## src/rtl/calc_disp_pkg.sv

```systemverilog
// Shared constants, segment decode and converter state encoding
// for the calculator display driver.
package calc_disp_pkg;

    // Segment patterns {g,f,e,d,c,b,a}, active-low
    localparam logic [6:0] SEG_0     = 7'h40;
    localparam logic [6:0] SEG_1     = 7'h79;
    localparam logic [6:0] SEG_2     = 7'h24;
    localparam logic [6:0] SEG_3     = 7'h30;
    localparam logic [6:0] SEG_4     = 7'h19;
    localparam logic [6:0] SEG_5     = 7'h12;
    localparam logic [6:0] SEG_6     = 7'h02;
    localparam logic [6:0] SEG_7     = 7'h78;
    localparam logic [6:0] SEG_8     = 7'h00;
    localparam logic [6:0] SEG_9     = 7'h10;
    localparam logic [6:0] SEG_BLANK = 7'h7F;
    localparam logic [6:0] SEG_MINUS = 7'h3F;
    localparam logic [6:0] SEG_E     = 7'h06;

    typedef enum logic [1:0] {
        IDLE  = 2'd0,
        SHIFT = 2'd1,
        DONE  = 2'd2
    } conv_state_t;

    function automatic logic [6:0] bcd_to_seg(input logic [3:0] d);
        logic [6:0] s;
        case (d)
            4'd0:    s = SEG_0;
            4'd1:    s = SEG_1;
            4'd2:    s = SEG_2;
            4'd3:    s = SEG_3;
            4'd4:    s = SEG_4;
            4'd5:    s = SEG_5;
            4'd6:    s = SEG_6;
            4'd7:    s = SEG_7;
            4'd8:    s = SEG_8;
            4'd9:    s = SEG_9;
            default: s = SEG_E;
        endcase
        return s;
    endfunction

endpackage

```

## src/rtl/calc_display_driver_bin2bcd_seq.sv

```systemverilog
// Sequential double-dabble converter: signed value to sign + 3 BCD digits.
// Output digits only change on completion, never mid-conversion.
module bin2bcd_seq
    import calc_disp_pkg::*;
#(
    parameter int W = 8
) (
    input  logic         clk,
    input  logic         rst,
    input  logic         start,
    input  logic [W-1:0] value,
    output logic         busy,
    output logic         sign,
    output logic [11:0]  bcd
);

    localparam int CW = (W > 2) ? $clog2(W) : 1;
    localparam logic [CW-1:0] CNT_LAST = CW'(W - 1);

    conv_state_t   state, state_n;
    logic [CW-1:0] bit_cnt;
    logic [W:0]    ext, absval, mag;
    logic [11:0]   scratch, adj;
    logic          scratch_sign;

    // Widened by one bit so the most negative value negates cleanly
    always_comb begin
        ext    = {value[W-1], value};
        absval = ext[W] ? -ext : ext;
    end

    always_comb begin
        adj = scratch;
        for (int i = 0; i < 3; i++) begin
            if (scratch[4*i +: 4] >= 4'd5)
                adj[4*i +: 4] = scratch[4*i +: 4] + 4'd3;
        end
    end

    always_ff @(posedge clk or posedge rst) begin
        if (rst) state <= IDLE;
        else     state <= state_n;
    end

    always_comb begin
        state_n = state;
        case (state)
            IDLE:    if (start) state_n = SHIFT;
            SHIFT:   if (bit_cnt == CNT_LAST) state_n = DONE;
            DONE:    state_n = IDLE;
            default: state_n = IDLE;
        endcase
    end

    always_ff @(posedge clk or posedge rst) begin
        if (rst) begin
            busy         <= 1'b0;
            bit_cnt      <= '0;
            mag          <= '0;
            scratch      <= '0;
            scratch_sign <= 1'b0;
            sign         <= 1'b0;
            bcd          <= '0;
        end else begin
            busy <= (state_n != IDLE);
            case (state)
                IDLE: begin
                    if (start) begin
                        scratch      <= '0;
                        scratch_sign <= value[W-1];
                        mag          <= absval;
                        bit_cnt      <= '0;
                    end
                end
                SHIFT: begin
                    scratch <= 12'({adj, mag[W-1]});
                    mag     <= mag << 1;
                    bit_cnt <= bit_cnt + CW'(1);
                end
                DONE: begin
                    bcd  <= scratch;
                    sign <= scratch_sign;
                end
                default: ;
            endcase
        end
    end

endmodule

```

## src/rtl/calc_display_driver.sv

```systemverilog
// 4-digit multiplexed 7-segment driver showing either the two operand
// digits or the signed ALU result converted to BCD.
module calc_display_driver
    import calc_disp_pkg::*;
#(
    parameter int REFRESH_DIV = 100000,
    parameter int RESULT_W    = 8
) (
    input  logic                clk,
    input  logic                rst,
    input  logic [3:0]          digit_a,
    input  logic [3:0]          digit_b,
    input  logic [RESULT_W-1:0] result,
    input  logic                show_result,
    output logic [6:0]          seg,
    output logic [3:0]          an,
    output logic                dp,
    output logic                busy
);

    localparam int CW = $clog2(REFRESH_DIV);
    localparam logic [CW-1:0] DIV_LAST = CW'(REFRESH_DIV - 1);

    logic [CW-1:0]       ref_cnt;
    logic                wrap;
    logic [1:0]          scan_idx, idx_n;
    logic [RESULT_W-1:0] last_val;
    logic                start;
    logic                conv_sign;
    logic [11:0]         conv_bcd;
    logic [3:0]          hun, ten, one;
    logic [3:0][6:0]     d_seg;
    logic [6:0]          seg_n;

    assign dp = 1'b1;

    // busy low means the converter sits in IDLE and can accept work
    assign start = !busy && (result != last_val);

    always_ff @(posedge clk or posedge rst) begin
        if (rst)        last_val <= '0;
        else if (start) last_val <= result;
    end

    bin2bcd_seq #(
        .W(RESULT_W)
    ) u_conv (
        .clk  (clk),
        .rst  (rst),
        .start(start),
        .value(result),
        .busy (busy),
        .sign (conv_sign),
        .bcd  (conv_bcd)
    );

    assign wrap  = (ref_cnt == DIV_LAST);
    assign idx_n = scan_idx + 2'd1;

    always_ff @(posedge clk or posedge rst) begin
        if (rst) ref_cnt <= '0;
        else     ref_cnt <= wrap ? '0 : ref_cnt + CW'(1);
    end

    always_comb begin
        hun = conv_bcd[11:8];
        ten = conv_bcd[7:4];
        one = conv_bcd[3:0];
        if (show_result) begin
            d_seg[3] = conv_sign ? SEG_MINUS : SEG_BLANK;
            d_seg[2] = (hun == 4'd0) ? SEG_BLANK : bcd_to_seg(hun);
            d_seg[1] = (hun == 4'd0 && ten == 4'd0) ? SEG_BLANK
                                                    : bcd_to_seg(ten);
            d_seg[0] = bcd_to_seg(one);
        end else begin
            d_seg[3] = bcd_to_seg(digit_a);
            d_seg[2] = SEG_BLANK;
            d_seg[1] = SEG_BLANK;
            d_seg[0] = bcd_to_seg(digit_b);
        end
        seg_n = d_seg[idx_n];
    end

    // seg and an load together so no digit ever shows its neighbour's data
    always_ff @(posedge clk or posedge rst) begin
        if (rst) begin
            scan_idx <= 2'd0;
            seg      <= SEG_BLANK;
            an       <= 4'hF;
        end else if (wrap) begin
            scan_idx <= idx_n;
            seg      <= seg_n;
            an       <= ~(4'b0001 << idx_n);
        end
    end

endmodule

```

## config.mk

```make
export PLATFORM = sky130hd
export DESIGN_NAME = calc_display_driver
export DESIGN_NICKNAME = d
export VERILOG_FILES = /design/src/rtl/calc_disp_pkg.sv /design/src/rtl/calc_display_driver_bin2bcd_seq.sv /design/src/rtl/calc_display_driver.sv
export SDC_FILE = /design/constraint.sdc
export NUM_CORES = 1
export LEC_CHECK = 0
export BUFFER_PORTS_ARGS = -buffer_cell sky130_fd_sc_hd__buf_4
export CORE_ASPECT_RATIO = 2
export CORE_MARGIN = 4
export CORE_UTILIZATION = 55
export CTS_CLUSTER_SIZE = 10
export DETAILED_ROUTE_END_ITERATION = 7
export PLACE_DENSITY = 0.82
export RECOVER_POWER = 100
export SYNTH_ARGS = -nofsm -noshare
export SYNTH_HDL_FRONTEND = slang
export SYNTH_SLANG_ARGS = --single-unit
```

## constraint.sdc

```tcl
create_clock -name clk -period 2 [get_ports clk]
set_input_delay 0.2 -clock clk [delete_from_list [all_inputs] [get_ports clk]]
set_output_delay 0.2 -clock clk [all_outputs]
set_load 0.05 [all_outputs]
```

== Word level (Yosys, flattened, before mapping) ==
Memories as Yosys holds them, arrays and structs flattened.
Cells that the tools add are included.

* Logic and storage cells: 67
* ROM bits: 560
* Output and inout port bits: 13
* Input port bits: 19
* Memories: 5
* Flip-flop bits (word level): 78

* Bitwise operators: 1
* Reductions and logical operators: 10
* Mux-type cells: 20
* Magnitude comparators: 4
* Add/sub/neg operators: 7
* Shift-type cells: 1
* Equal/unequal tests: 6

{| class="wikitable"
|+ Memory list
! name !! words !! bits a word !! rd ports !! clocked after memory_dff !! write ports !! line !! text
|-
| (name not given) || 16 || 7 || 1 || 0 || 0 || calc_disp_pkg.sv:28 || <nowiki>case (d)</nowiki>
|-
| (name not given) || 16 || 7 || 1 || 0 || 0 || calc_disp_pkg.sv:28 ||
|-
| (name not given) || 16 || 7 || 1 || 0 || 0 || calc_disp_pkg.sv:28 ||
|-
| (name not given) || 16 || 7 || 1 || 0 || 0 || calc_disp_pkg.sv:28 ||
|-
| (name not given) || 16 || 7 || 1 || 0 || 0 || calc_disp_pkg.sv:28 ||
|}

{| class="wikitable"
|+ Operators by type and width
! operator !! number
|-
| 28-bit two-way mux || 1
|-
| 7-bit two-way mux || 4
|-
| 12-bit one-hot mux with 2 select lines || 1
|-
| 17-bit by 1-bit adder with 17-bit output (second input constant) || 1
|-
| 17-bit equality test (second input constant) || 1
|-
| 17-bit two-way mux || 1
|-
| 8-bit two-way mux || 2
|-
| 8-bit one-hot mux with 2 select lines || 1
|-
| 7-bit binary-select mux with 2-bit select || 1
|-
| 4-bit by 3-bit >= comparator with 1-bit output (second input constant) || 3
|-
| 12-bit two-way mux || 1
|-
| 4-bit by 2-bit adder with 4-bit output (second input constant) || 2
|-
| 4-bit logical NOT || 2
|-
| 4-bit two-way mux || 2
|-
| 8-bit != test || 1
|-
| 8-bit negation || 1
|-
| 3-bit two-way mux || 2
|-
| 3-bit one-hot mux with 2 select lines || 1
|-
| 2-bit two-way mux || 2
|-
| 4-bit inverter || 1
|-
| 2-bit one-hot mux with 2 select lines || 1
|-
| 2-bit AND reduction || 2
|-
| 2-bit nonzero test || 2
|-
| 1-bit by 2-bit left shift with 4-bit output (first input constant) || 1
|-
| other kinds (11) || 12
|}

== Depth between registers and ports, before layout ==
Gate-level depths: netlist of run 1.

* Depth in word-level cells: 6
* Mapped depth: 8
* Gate-level depth less buffers: 7

== Modules after synthesis ==
From an unflattened synthesis of run 1, not the netlist that was laid out.

* Cell total of the unflattened synthesis: 484
* Area total of the unflattened synthesis: 4717.0 um2

{| class="wikitable"
|+ Modules (own cells, without submodules)
! module !! area each (um2) !! instances !! cells an instance !! seq. area each (um2)
|-
| calc_display_driver || 2826.5 || 1 || 314 || 964.7
|-
| bin2bcd_seq || 1890.6 || 1 || 170 || 1001.0
|}

== Worst setup path after synthesis of run 1 ==
No wires, ideal clock.

* Path type: register to register
* From: register scan_idx[0]
* To: register seg[3]
* Stages on the path, launching flop included: 8
* Required time: 1924 ps
* Arrival: 1924 ps
* Library setup time: 76 ps
* Buffers on the path: 2
* Clock period less this slack: 2000 ps
* Setup slack: 0 ps
* Cells stage by stage: dfrtp_1 > clkbuf_1 > clkinv_1 > ha_1 > buf_1 > inv_1 > a211o_1 > a31oi_2

* Cells in the longest elaborated chain, start to end: 3

{| class="wikitable"
|+ RTL lines
! what !! line !! text
|-
| start, declared || calc_display_driver.sv:26 || <nowiki>logic [1:0] scan_idx, idx_n;</nowiki>
|-
| start signal, assigned || calc_display_driver.sv:91 || <nowiki>scan_idx <= idx_n;</nowiki>
|-
| 2-bit by 1-bit adder with 2-bit output || calc_display_driver.sv:58 || <nowiki>assign idx_n = scan_idx + 2'd1;</nowiki>
|-
| net idx_n[0] || calc_display_driver.sv:26 ||
|-
| 7-bit binary-select mux with 2-bit select || calc_display_driver.sv:81 || <nowiki>seg_n = d_seg[idx_n];</nowiki>
|-
| 7-bit two-way mux (implied by the code) || calc_display_driver.sv:81 ||
|-
| end signal, assigned || calc_display_driver.sv:92 || <nowiki>seg <= seg_n;</nowiki>
|-
| end, declared || calc_display_driver.sv:15 || <nowiki>output logic [6:0] seg,</nowiki>
|}

The timed path passes the listed nets, and every way through them passes these cells. The select of a mux whose other input is x is not followed.
A chain may end at the register's enable or synchronous reset.

== Worst setup path in the final report of run 1 ==
* From: register u_conv.bcd[5]
* To: register seg[4]

* Cells in the longest elaborated chain, start to end: 6
* Elaborated cells between the ends (all ways): 7
* Classes of those cells: 4 x mux; 2 x reduce/logical; 1 x memory

{| class="wikitable"
|+ RTL lines
! what !! line !! text
|-
| start, declared || calc_display_driver_bin2bcd_seq.sv:14 || <nowiki>output logic [11:0] bcd</nowiki>
|-
| start signal, assigned || calc_display_driver_bin2bcd_seq.sv:81 || <nowiki>bcd <= scratch;</nowiki>
|-
| branches (longest 2 deep; another with memory read 16 x 7 bit) || -- ||
|-
| 7-bit two-way mux * || calc_display_driver.sv:72 || <nowiki>d_seg[1] = (hun == 4'd0 && ten == 4'd0) ? SEG_BLANK</nowiki>
|-
| 28-bit two-way mux * || calc_display_driver.sv:69 || <nowiki>if (show_result) begin</nowiki>
|-
| 7-bit binary-select mux with 2-bit select * || calc_display_driver.sv:81 ||
|-
| 7-bit two-way mux (implied by the code) * || calc_display_driver.sv:81 ||
|}

Mark *: on every way between the ends. The select of a mux whose other input is x is not followed.

==> results.yml, run 1 <==
setup_path:
  crit_fanout: 2
  crit_required_ps: 2260
  critPathKind: "flop to flop"
  end_kind: "flop"
  cp.arrival_ps: 2140
  start_kind: "flop"
logic_synthesis:
  synth_area_per_cell_um2: 9.52
  synth_fa_ha_area_share_pct: 10.2
  synth_area_um2: 4800
  yosysWarnings: 0
  synth_top_area_share_pct: 34.9
  synth_xor_area_share_pct: 6.02
  yosys.area.top_type: "dfrtp_1"
  ys_seq_area_share_pct: 41.0
  synth_top_family_by_area: "compound AO/OA/AOI/OAI gates"
  synth_edf_count: 0
  yosysUniqueCellTypes: 62
  synth_flop_cell: "dfrtp_1"
  async_flop_share_pct: 100
  synthSimpleGateAreaFrac_pct: 14.2
  ys_top_cells_by_area: "dfrtp_1 (35%), ha_1 (10%), dfstp_2 (6.0%)"
  synth_most_common_cell: "dfrtp_1"
  syn-num-nets: 562
  synth_seq_cells: 78
  synth_compound_area_share_pct: 17.1
  synth_common_cells: "dfrtp_1 (67), nand2_1 (46), ha_1 (39)"
  muxShareOfSynthArea_pct: 6.49
  postSynthCellCount: 504
global_route:
  grt_max_degree: 31
  grt_first_pass_wirelength_um: 17700
  antenna_found_initial: 0
  grt.overflow.total: 0
  first_global_vias: 4031
  grt_usage_pct: 21.6
final_layout:
  drive_gt1_share_pct: 18.8
  syn_to_final_growth_pct: 16.5
  antenna_cells: 0
  fill_cells: 667
  nets: 607
  stdcell_area_um2: 5590
power_and_ir_drop:
  ir_worst_vdd_mv: 0.815
  swShare_pct: 35.3
  p_switching_w: 0.00243
  clkPwrFrac_pct: 27.6
  seqPwrFrac_pct: 34.9
  p_comb_share_pct: 37.4
  cellPowerDensity_nw_per_um2: 1230
  p_leak_nw: 2.45
  p_int_w: 0.00447
route:
  ant_nets: 0
  drt_iter0_markers: 211
  drcViolationCount: 0
  avgViaCountPerCell: 5.94
  drt_wl_total_um: 10300
  routedWlPerCell_um: 15.8
  vias: 3886
  dr.pass1.iters: 4
floorplan:
  start_util_pct: 55.9
  die_h_um: 140
  die-area_um2: 10400
  die_w_um: 74.0
  io_pins: 32
  fp-row-count: 48
  coreArea_um2: 8590
clock_tree:
  cts_buffers: 9
  cts.path.max_buffers: 2
  cts_max_level: 3
  clk_latency_ps: 340
  clock_sinks: 78
  cts.clk_slew.worst_paths_ps: 60
  tritoncts: "done"
  post-cts-setup-buffer-count: 0
  cts-root-buf: "clkbuf_16"
run_status:
  status: "finished, final reports clean"
sta:
  final-setup-viol-count: 0
  layout_min_cycle_time_ps: 1880
  finalHoldViolations: 0
  fmaxAchievable_mhz: 532
  slew-limit-headroom_pct: 37.6
  finalCritPeriodShare_pct: 94.1
  setup_tns_ps: 0
  drv_slew: 0
  clock_skew_ps: 7.52
  worstMarginPinSlew_ps: 932
placement:
  gp_congestion: 0.941
  dp_hpwl_um: 7980
  placed_cell_area_um2: 5280
  port-buffer-count: 30
worst_hold_path:
  worstHoldPathType: "input pin to flop"
job:
  drv_cap: 0
==> per-stage QoR <==
| step | std cells | setup slack (ps) | total power [W] | util [%] | hold WS (ps) |
|---|---|---|---|---|---|
| final | 654 | 119 | 0.00690 | 65.1 | 115 |
| after global routing | 654 | -6.69 | 0.00738 | 65.1 | 129 |
| after CTS | 654 | 96.3 | 0.00694 | 65.7 | 112 |
| after detailed placement | 637 | 125 | 0.00500 | 61.4 | 251 |
| after global placement | 637 | 174 | 0.00483 | 61.4 | 245 |
| after floorplan | 504 | 0.169 | 0.00423 | - | 333 |
==> metal layers <==
| metal | GRT usage [%] | part of all wire, % | vias to the layer above |
|---|---|---|---|
| met5 | 0 | 0 | - |
| met3 | 4.02 | 3.5 | 45 |
| met1 | 21.3 | 35 | 1882 |
| li1 | - | - | 1849 |
| met2 | 39.0 | 56 | 110 |
| met4 | 13.7 | 5.5 | 0 |
==> worst max-delay path, stage by stage, from the launching register on <==
cell and delay (ps):
dfrtp_1 340, inv_1 60, ha_1 180, mux2_2 260
o21ai_0 190, a21oi_2 100, a2111oi_1 390, buf_4 200
o31ai_1 80
==> power by group through the flow <==
stage,sequential (W),combinational (W),clock (W)
after floorplan,0.00232,0.00190,0
after global placement,0.00239,0.00243,0
after detailed placement,0.00243,0.00257,0
after CTS,0.00240,0.00260,0.00193
after global routing,0.00247,0.00291,0.00199
final,0.00241,0.00258,0.00191
==> kinds of logic after synthesis <==
group,Yosys count
simple gates,139
compound gates,126
flops,78
buf+inv,59
fa+ha+maj,39
xor+xnor,33
mux,29
other cells,1
==> cells in the final DEF (no fill, tap or decap), types with 5 or more instances in the layout <==
master     instances
nand3_1            7
xor2_1            16
nand2b_1           9
or2_2              5
o22ai_1            9
o21ai_0           39
ha_1              39
inv_1             31
nor2_1            36
mux2_2            16
dfstp_2           11
dfrtp_1           67
nand2_1           46
mux2i_1           12
a21oi_1           27
clkbuf_16          9
buf_4             39
nand4_1            5
clkbuf_1          15
nor4_1             6
xnor2_1           17
==> path summary, 6_finish.rpt <==
check	end	slack [ps]	depth (start not counted)	from
worst max-delay path	seg[4]$_DFFE_PP1N_	120	8	u_conv.bcd[5]$_DFFE_PP0N_
worst min-delay path	u_conv.mag[0]$_DFFE_PP0P_	120	2	result[0]
worst max register to register	seg[4]$_DFFE_PP1N_	120	8	u_conv.bcd[5]$_DFFE_PP0N_
worst min register to register	seg[0]$_DFFE_PP1N_	460	2	seg[0]$_DFFE_PP1N_
max in group asynchronous	seg[6]$_DFFE_PP1N_	530	4	rst
min in group asynchronous	ref_cnt[11]$_DFF_PP0_	570	3	rst
==> area by class of cell <==
class                           count  area (µm²)  share of cell area (%)
Multi-Input combinational cell    367        2600                    46.5
Clock buffer                       10         239                    4.28
Tap cell                          100         125                    2.24
Clock inverter                      6         118                    2.10
Sequential cell                    78        1970                    35.2
Inverter                           33         125                    2.24
Timing Repair Buffer               60         417                    7.46
==> flip-flops by register name, summed over array words and instances (netlist names) <==
signal	flops
u_conv.bit_cnt	3
u_conv.mag	8
ref_cnt	17
u_conv.scratch_sign	1
an	4
u_conv.state	2
u_conv.sign	1
seg	7
scan_idx	2
u_conv.scratch	12
u_conv.bcd	12
u_conv.busy	1
last_val	8
==> what timing repair did <==
action                                 in CTS  in global routing
gates resized for setup                     0                  5
endpoints found under the hold margin      18                  0
setup endpoints to repair                   0                  5
hold buffers                                1                  0
Note: power is estimated with default switching activity, not from simulation.
==> inputs of run 2 (changes only) <==
--- a/config.mk
+++ b/config.mk
@@ -6,11 +6,14 @@
 export NUM_CORES = 1
 export LEC_CHECK = 0
 export BUFFER_PORTS_ARGS = -buffer_cell sky130_fd_sc_hd__buf_4
+export CAP_MARGIN = 30
 export CORE_ASPECT_RATIO = 2
 export CORE_MARGIN = 4
 export CORE_UTILIZATION = 55
 export CTS_CLUSTER_SIZE = 10
 export DETAILED_ROUTE_END_ITERATION = 7
+export GPL_TIMING_DRIVEN = 0
+export MAX_ROUTING_LAYER = met4
 export PLACE_DENSITY = 0.82
 export RECOVER_POWER = 100
 export SYNTH_ARGS = -nofsm -noshare
==> results.yml, run 2 (synthesis gave the netlist of run 1 again) <==
global_route:
  first_global_vias: 4104
  grt.overflow.total: 0
  antenna_found_initial: 0
  grt_first_pass_wirelength_um: 18200
  grt_max_degree: 32
  grt_usage_pct: 23.0
power_and_ir_drop:
  finalPower_w: 0.00675
  p_leak_nw: 2.37
  cellPowerDensity_nw_per_um2: 1220
  ir_worst_vdd_mv: 0.872
clock_tree:
  cts_max_level: 3
  clk_latency_ps: 350
  cts.clk_slew.worst_paths_ps: 60
  cts_buffers: 9
  clock_sinks: 78
  cts-root-buf: "clkbuf_16"
  tritoncts: "done"
  cts.path.max_buffers: 2
final_layout:
  reg_top3: "ref_cnt (17), u_conv.bcd (12), u_conv.scratch (12)"
  antenna_cells: 0
  syn_to_final_growth_pct: 15.6
  fin_util_pct: 64.6
  largest_register_ffs: 17
  mostFrequentLayoutCells: "dfrtp_1 (60), nand2_1 (46), o21ai_0 (39)"
  drive_gt1_share_pct: 19.2
  nets: 604
  stdcell_area_um2: 5550
  final_common_cell: "dfrtp_1"
  top_register: "ref_cnt"
placement:
  port-buffer-count: 26
  placed_cell_area_um2: 5160
  gp_congestion: 0.932
  dp_hpwl_um: 8090
sta:
  finalCritPeriodShare_pct: 97.7
  final-setup-viol-count: 0
  finalHoldViolations: 0
  slew-limit-headroom_pct: 43.9
  fmaxAchievable_mhz: 512
  drv_slew: 0
  clock_skew_ps: 8.18
  layout_min_cycle_time_ps: 1950
  worstMarginPinSlew_ps: 837
  setup_tns_ps: 0
route:
  dr.pass1.iters: 5
  drt_wl_total_um: 11000
  drt_iter0_markers: 234
  avgViaCountPerCell: 5.96
  ant_nets: 0
  drcViolationCount: 0
  routedWlPerCell_um: 17.0
  vias: 3883
setup_path:
  crit_fanout: 10
  crit_path_max_incr_delay_ps: 510
  critPathKind: "flop to flop"
  worstPathCellList: "clkbuf_1 -> nor2_1 -> mux2i_1 -> o311ai_0 -> o311ai_1 -> o21a_1"
  end_kind: "flop"
  cp.arrival_ps: 2240
  start_kind: "flop"
  crit_required_ps: 2280
  cp_slowest_cell: "o311ai_0"
floorplan:
  io_pins: 32
  coreArea_um2: 8590
  die_h_um: 140
  die_w_um: 74.0
  fp-row-count: 48
  start_util_pct: 55.9
  die-area_um2: 10400
worst_hold_path:
  worstHoldPathType: "input pin to flop"
job:
  drv_cap: 0
run_status:
  status: "finished, final reports clean"
==> run 2: cell types whose count changed in the layout (fill, tap and decap cells not counted), sizes merged <==
| cell | before | now |
|---|---|---|
| clkinvlp | 2 | 1 |
| clkinv | 2 | 3 |
| inv | 32 | 35 |
| bufinv | 3 | 1 |
| buf | 41 | 24 |
| clkbuf | 28 | 41 |
==> run 2: final timing paths <==
check | startpoint | endpoint | slack (ps) | cells after the start
max | u_conv.bcd[10]$_DFFE_PP0N_ | seg[2]$_DFFE_PP1N_ | 50 | 6
max reg2reg | u_conv.bcd[10]$_DFFE_PP0N_ | seg[2]$_DFFE_PP1N_ | 50 | 6
min in group asynchronous | rst | last_val[0]$_DFFE_PP0P_ | 520 | 3
min | result[0] | u_conv.mag[0]$_DFFE_PP0P_ | 100 | 2
max in group asynchronous | rst | u_conv.bcd[0]$_DFFE_PP0N_ | 350 | 5
min reg2reg | an[3]$_DFFE_PP1N_ | an[3]$_DFFE_PP1N_ | 460 | 2
==> run 2: timing repair <==
| item | CTS | global route |
|---|---|---|
| hold buffers | 1 | 0 |
| pin swaps | 1 | 4 |
| endpoints found under the setup margin | 14 | 25 |
| gates resized for setup | 8 | 23 |
| gates cloned | 0 | 0 |
| hold endpoints to repair | 17 | 0 |
| setup buffers | 1 | 4 |
==> run 2: final cells by class <==
| class | count | area [µm²] |
|---|---|---|
| repair buffers | 34 | 221 |
| clock buffers | 9 | 225 |
| multi-input cells | 367 | 2680 |
| clock inverters | 7 | 87.6 |
| inverters | 33 | 129 |
| fillers | 701 | 3040 |
| well taps | 100 | 125 |
| flip-flops and latches | 78 | 1970 |
| plain buffers | 23 | 105 |
==> run 2: per-layer routing <==
metal / vias to the layer above / GRT usage (%) / routed length [µm]
li1: 1852 / - / -
met1: 1901 / 21.1 / 3810
met2: 92 / 42.1 / 6340
met3: 38 / 3.95 / 407
met4: 0 / 13.6 / 478
met5: - / - / 0
==> run 2: per-stage QoR <==
step	setup WS, ps	std cells	hold WS [ps]
finish	46.5	651	95.1
global route	-72.4	651	99.2
CTS	1.82	648	96.0
detailed placement	-673	632	226
global placement	-668	630	450
floorplan	0.169	504	333
==> run 2: power by group <==
part | total (W) | switching (W) | internal [W]
clock network | 0.00171 | 0.000710 | 0.000996
registers | 0.00241 | 0.000395 | 0.00201
logic | 0.00264 | 0.00150 | 0.00114
==> run 2: worst max-delay path: cells and delay by family (launching register included) <==
kind | cells | cell delay [ps]
flip-flops | 1 | 420
multiplexers | 1 | 140
AO/OA/AOI/OAI | 3 | 880
AND/OR/NAND/NOR | 1 | 220
buffers and inverters | 1 | 220
==> inputs of run 3 (changes only) <==
--- a/config.mk
+++ b/config.mk
@@ -16,6 +16,7 @@
 export MAX_ROUTING_LAYER = met4
 export PLACE_DENSITY = 0.82
 export RECOVER_POWER = 100
+export SETUP_SLACK_MARGIN = 0.4
 export SYNTH_ARGS = -nofsm -noshare
 export SYNTH_HDL_FRONTEND = slang
 export SYNTH_SLANG_ARGS = --single-unit
==> results.yml, run 3 (synthesis gave the netlist of run 1 again) <==
run_status:
  status: "finished with violations"
  violations: "DRC, capacitance limit, slew limit"
sta:
  slew-limit-headroom_pct: -2.03
  finalHoldViolations: 0
  clock_skew_ps: 8.88
  rsz0062_at_grt: "yes"
  fmaxAchievable_mhz: 529
  layout_min_cycle_time_ps: 1890
  finalCritPeriodShare_pct: 94.4
  final-setup-viol-count: 0
  worstMarginPinSlew_ps: 1520
  drv_slew: 36
route:
  highest_layer: "met4"
  ant_nets: 0
  wl_met3_um: 437
  met1_length_um: 4260
  met2_length_um: 6980
  drt_wl_total_um: 12400
  dr.pass1.iters: 8
  drt_iter0_markers: 344
  routedWlPerCell_um: 18.4
  drcViolationCount: 1
  vias: 4067
  avgViaCountPerCell: 6.04
global_route:
  grt_usage_pct: 24.9
  grt.overflow.total: 0
  grt_first_pass_wirelength_um: 19600
  first_global_vias: 4257
  antenna_found_initial: 0
  grt_max_degree: 45
final_layout:
  fin_util_pct: 70.1
  antenna_cells: 0
  reg_top3: "ref_cnt (17), u_conv.bcd (12), u_conv.scratch (12)"
  nets: 626
  final_common_cell: "dfrtp_1"
  syn_to_final_growth_pct: 25.4
  drive_gt1_share_pct: 29.7
  top_register: "ref_cnt"
  largest_register_ffs: 17
  mostFrequentLayoutCells: "dfrtp_1 (63), nand2_1 (42), ha_1 (36)"
  fin_cells: 673
placement:
  dp_hpwl_um: 7850
  gp_congestion: 0.959
  placed_cells: 631
  port-buffer-count: 26
setup_path:
  r2r_start: "ref_cnt[11]$_DFF_PP0_"
  crit_fanout: 5
  r2r.worst_path.cells: 6
  rr_endpoint: "seg[3]$_DFFE_PP1N_"
  end_kind: "flop"
  start_kind: "flop"
  r2r_slack_ps: 110
  crit_required_ps: 2250
  cp.arrival_ps: 2140
  critPathKind: "flop to flop"
worst_hold_path:
  worstHoldStart: "result[0]"
  whs_path_depth: 2
  worstHoldPathType: "input pin to flop"
  min_to: "u_conv.mag[0]$_DFFE_PP0P_"
clock_tree:
  hold_buffers: 0
  cts_max_level: 3
  cts_buffers: 9
  cts.clk_slew.worst_paths_ps: 60
  cts.path.max_buffers: 2
  tritoncts: "done"
  clk_latency_ps: 350
  clock_sinks: 78
  cts-root-buf: "clkbuf_16"
floorplan:
  start_util_pct: 55.9
  fp-row-count: 48
  die_w_um: 74.0
  die_h_um: 140
  io_pins: 32
  die-area_um2: 10400
  coreArea_um2: 8590
power_and_ir_drop:
  clkPwrFrac_pct: 22.0
  p_comb_share_pct: 45.5
  p_leak_nw: 2.57
  ir_worst_vdd_mv: 0.993
  seqPwrFrac_pct: 32.4
  cellPowerDensity_nw_per_um2: 1250
  p_switching_w: 0.00297
  p_int_w: 0.00453
  swShare_pct: 39.6
job:
  drv_cap: 1
-- run 3: cell types whose count changed in the layout (fill, tap and decap cells not counted), moves of 6 or more --
cell,previous run,this run
buf_6,1,8
o21ai_2,0,8
o22ai_1,9,2
clkbuf_2,1,8
buf_4,17,28
o21ai_0,39,33
a21oi_1,28,22
-- run 3: worst max path at each step --
| stage | slack [ps] | cells past startpoint | start | end |
|---|---|---|---|---|
| global route | 60 | 6 | ref_cnt[11]$_DFF_PP0_ | scan_idx[1]$_DFFE_PP0N_ |
| floorplan | 290 | 6 | ref_cnt[11]$_DFF_PP0_ | seg[1]$_DFFE_PP1N_ |
| global placement | -100 | 6 | scan_idx[0]$_DFFE_PP0N_ | seg[4]$_DFFE_PP1N_ |
| CTS | 190 | 6 | ref_cnt[11]$_DFF_PP0_ | seg[1]$_DFFE_PP1N_ |
| finish | 110 | 6 | ref_cnt[11]$_DFF_PP0_ | seg[3]$_DFFE_PP1N_ |
| detailed placement | -90 | 7 | u_conv.bcd[5]$_DFFE_PP0N_ | seg[4]$_DFFE_PP1N_ |
-- run 3: power by group through the flow --
| stage | registers, W | logic (W) | clock network (W) |
|---|---|---|---|
| floorplan | 0.00233 | 0.00195 | 0 |
| global placement | 0.00238 | 0.00238 | 0 |
| detailed placement | 0.00242 | 0.00250 | 0 |
| CTS | 0.00237 | 0.00293 | 0.00166 |
| global route | 0.00249 | 0.00374 | 0.00175 |
| finish | 0.00243 | 0.00341 | 0.00165 |
-- run 3: final cells by class --
cell class              instances  area (µm²)
multi-input cells             367        2940
clock inverters                 7        73.8
fillers                       610        2570
well taps                     100         125
plain buffers                  26         168
repair buffers                 53         388
clock buffers                   9         225
flip-flops and latches         78        1970
inverters                      33         130
-- run 3: metal layers --
layer | up-vias | global-route usage, %
li1 | 1897 | -
met1 | 1986 | 24.4
met5 | - | -
met4 | 0 | 12.7
met2 | 134 | 44.9
met3 | 50 | 4.31
-- run 3: critical path: stages (launching register included) --
cell	delay, ps
dfrtp_1	400
or4b_4	560
nor4_4	190
and3_4	290
clkbuf_4	150
buf_8	110
a31oi_1	80
-- run 3: per-stage QoR --
stage	TNS (ps)	instance area (µm²)	setup WS, ps	hold WS, ps	total power [W]
finish	0	6020	111	120	0.00750
detailed placement	-91.3	5200	-91.3	375	0.00492
global placement	-104	5180	-104	449	0.00476
floorplan	0	4860	288	333	0.00428
CTS	0	5820	192	13.4	0.00695
global route	0	6020	57.9	121	0.00798
-- run 3: timing repair --
item / in CTS / in global routing
endpoints found under the setup margin: 59 / 62
endpoints found under the hold margin: 0 / 0
pin swaps: 17 / 15
resized for setup: 49 / 65
buffers inserted: 14 / 7
cloned: 3 / 2
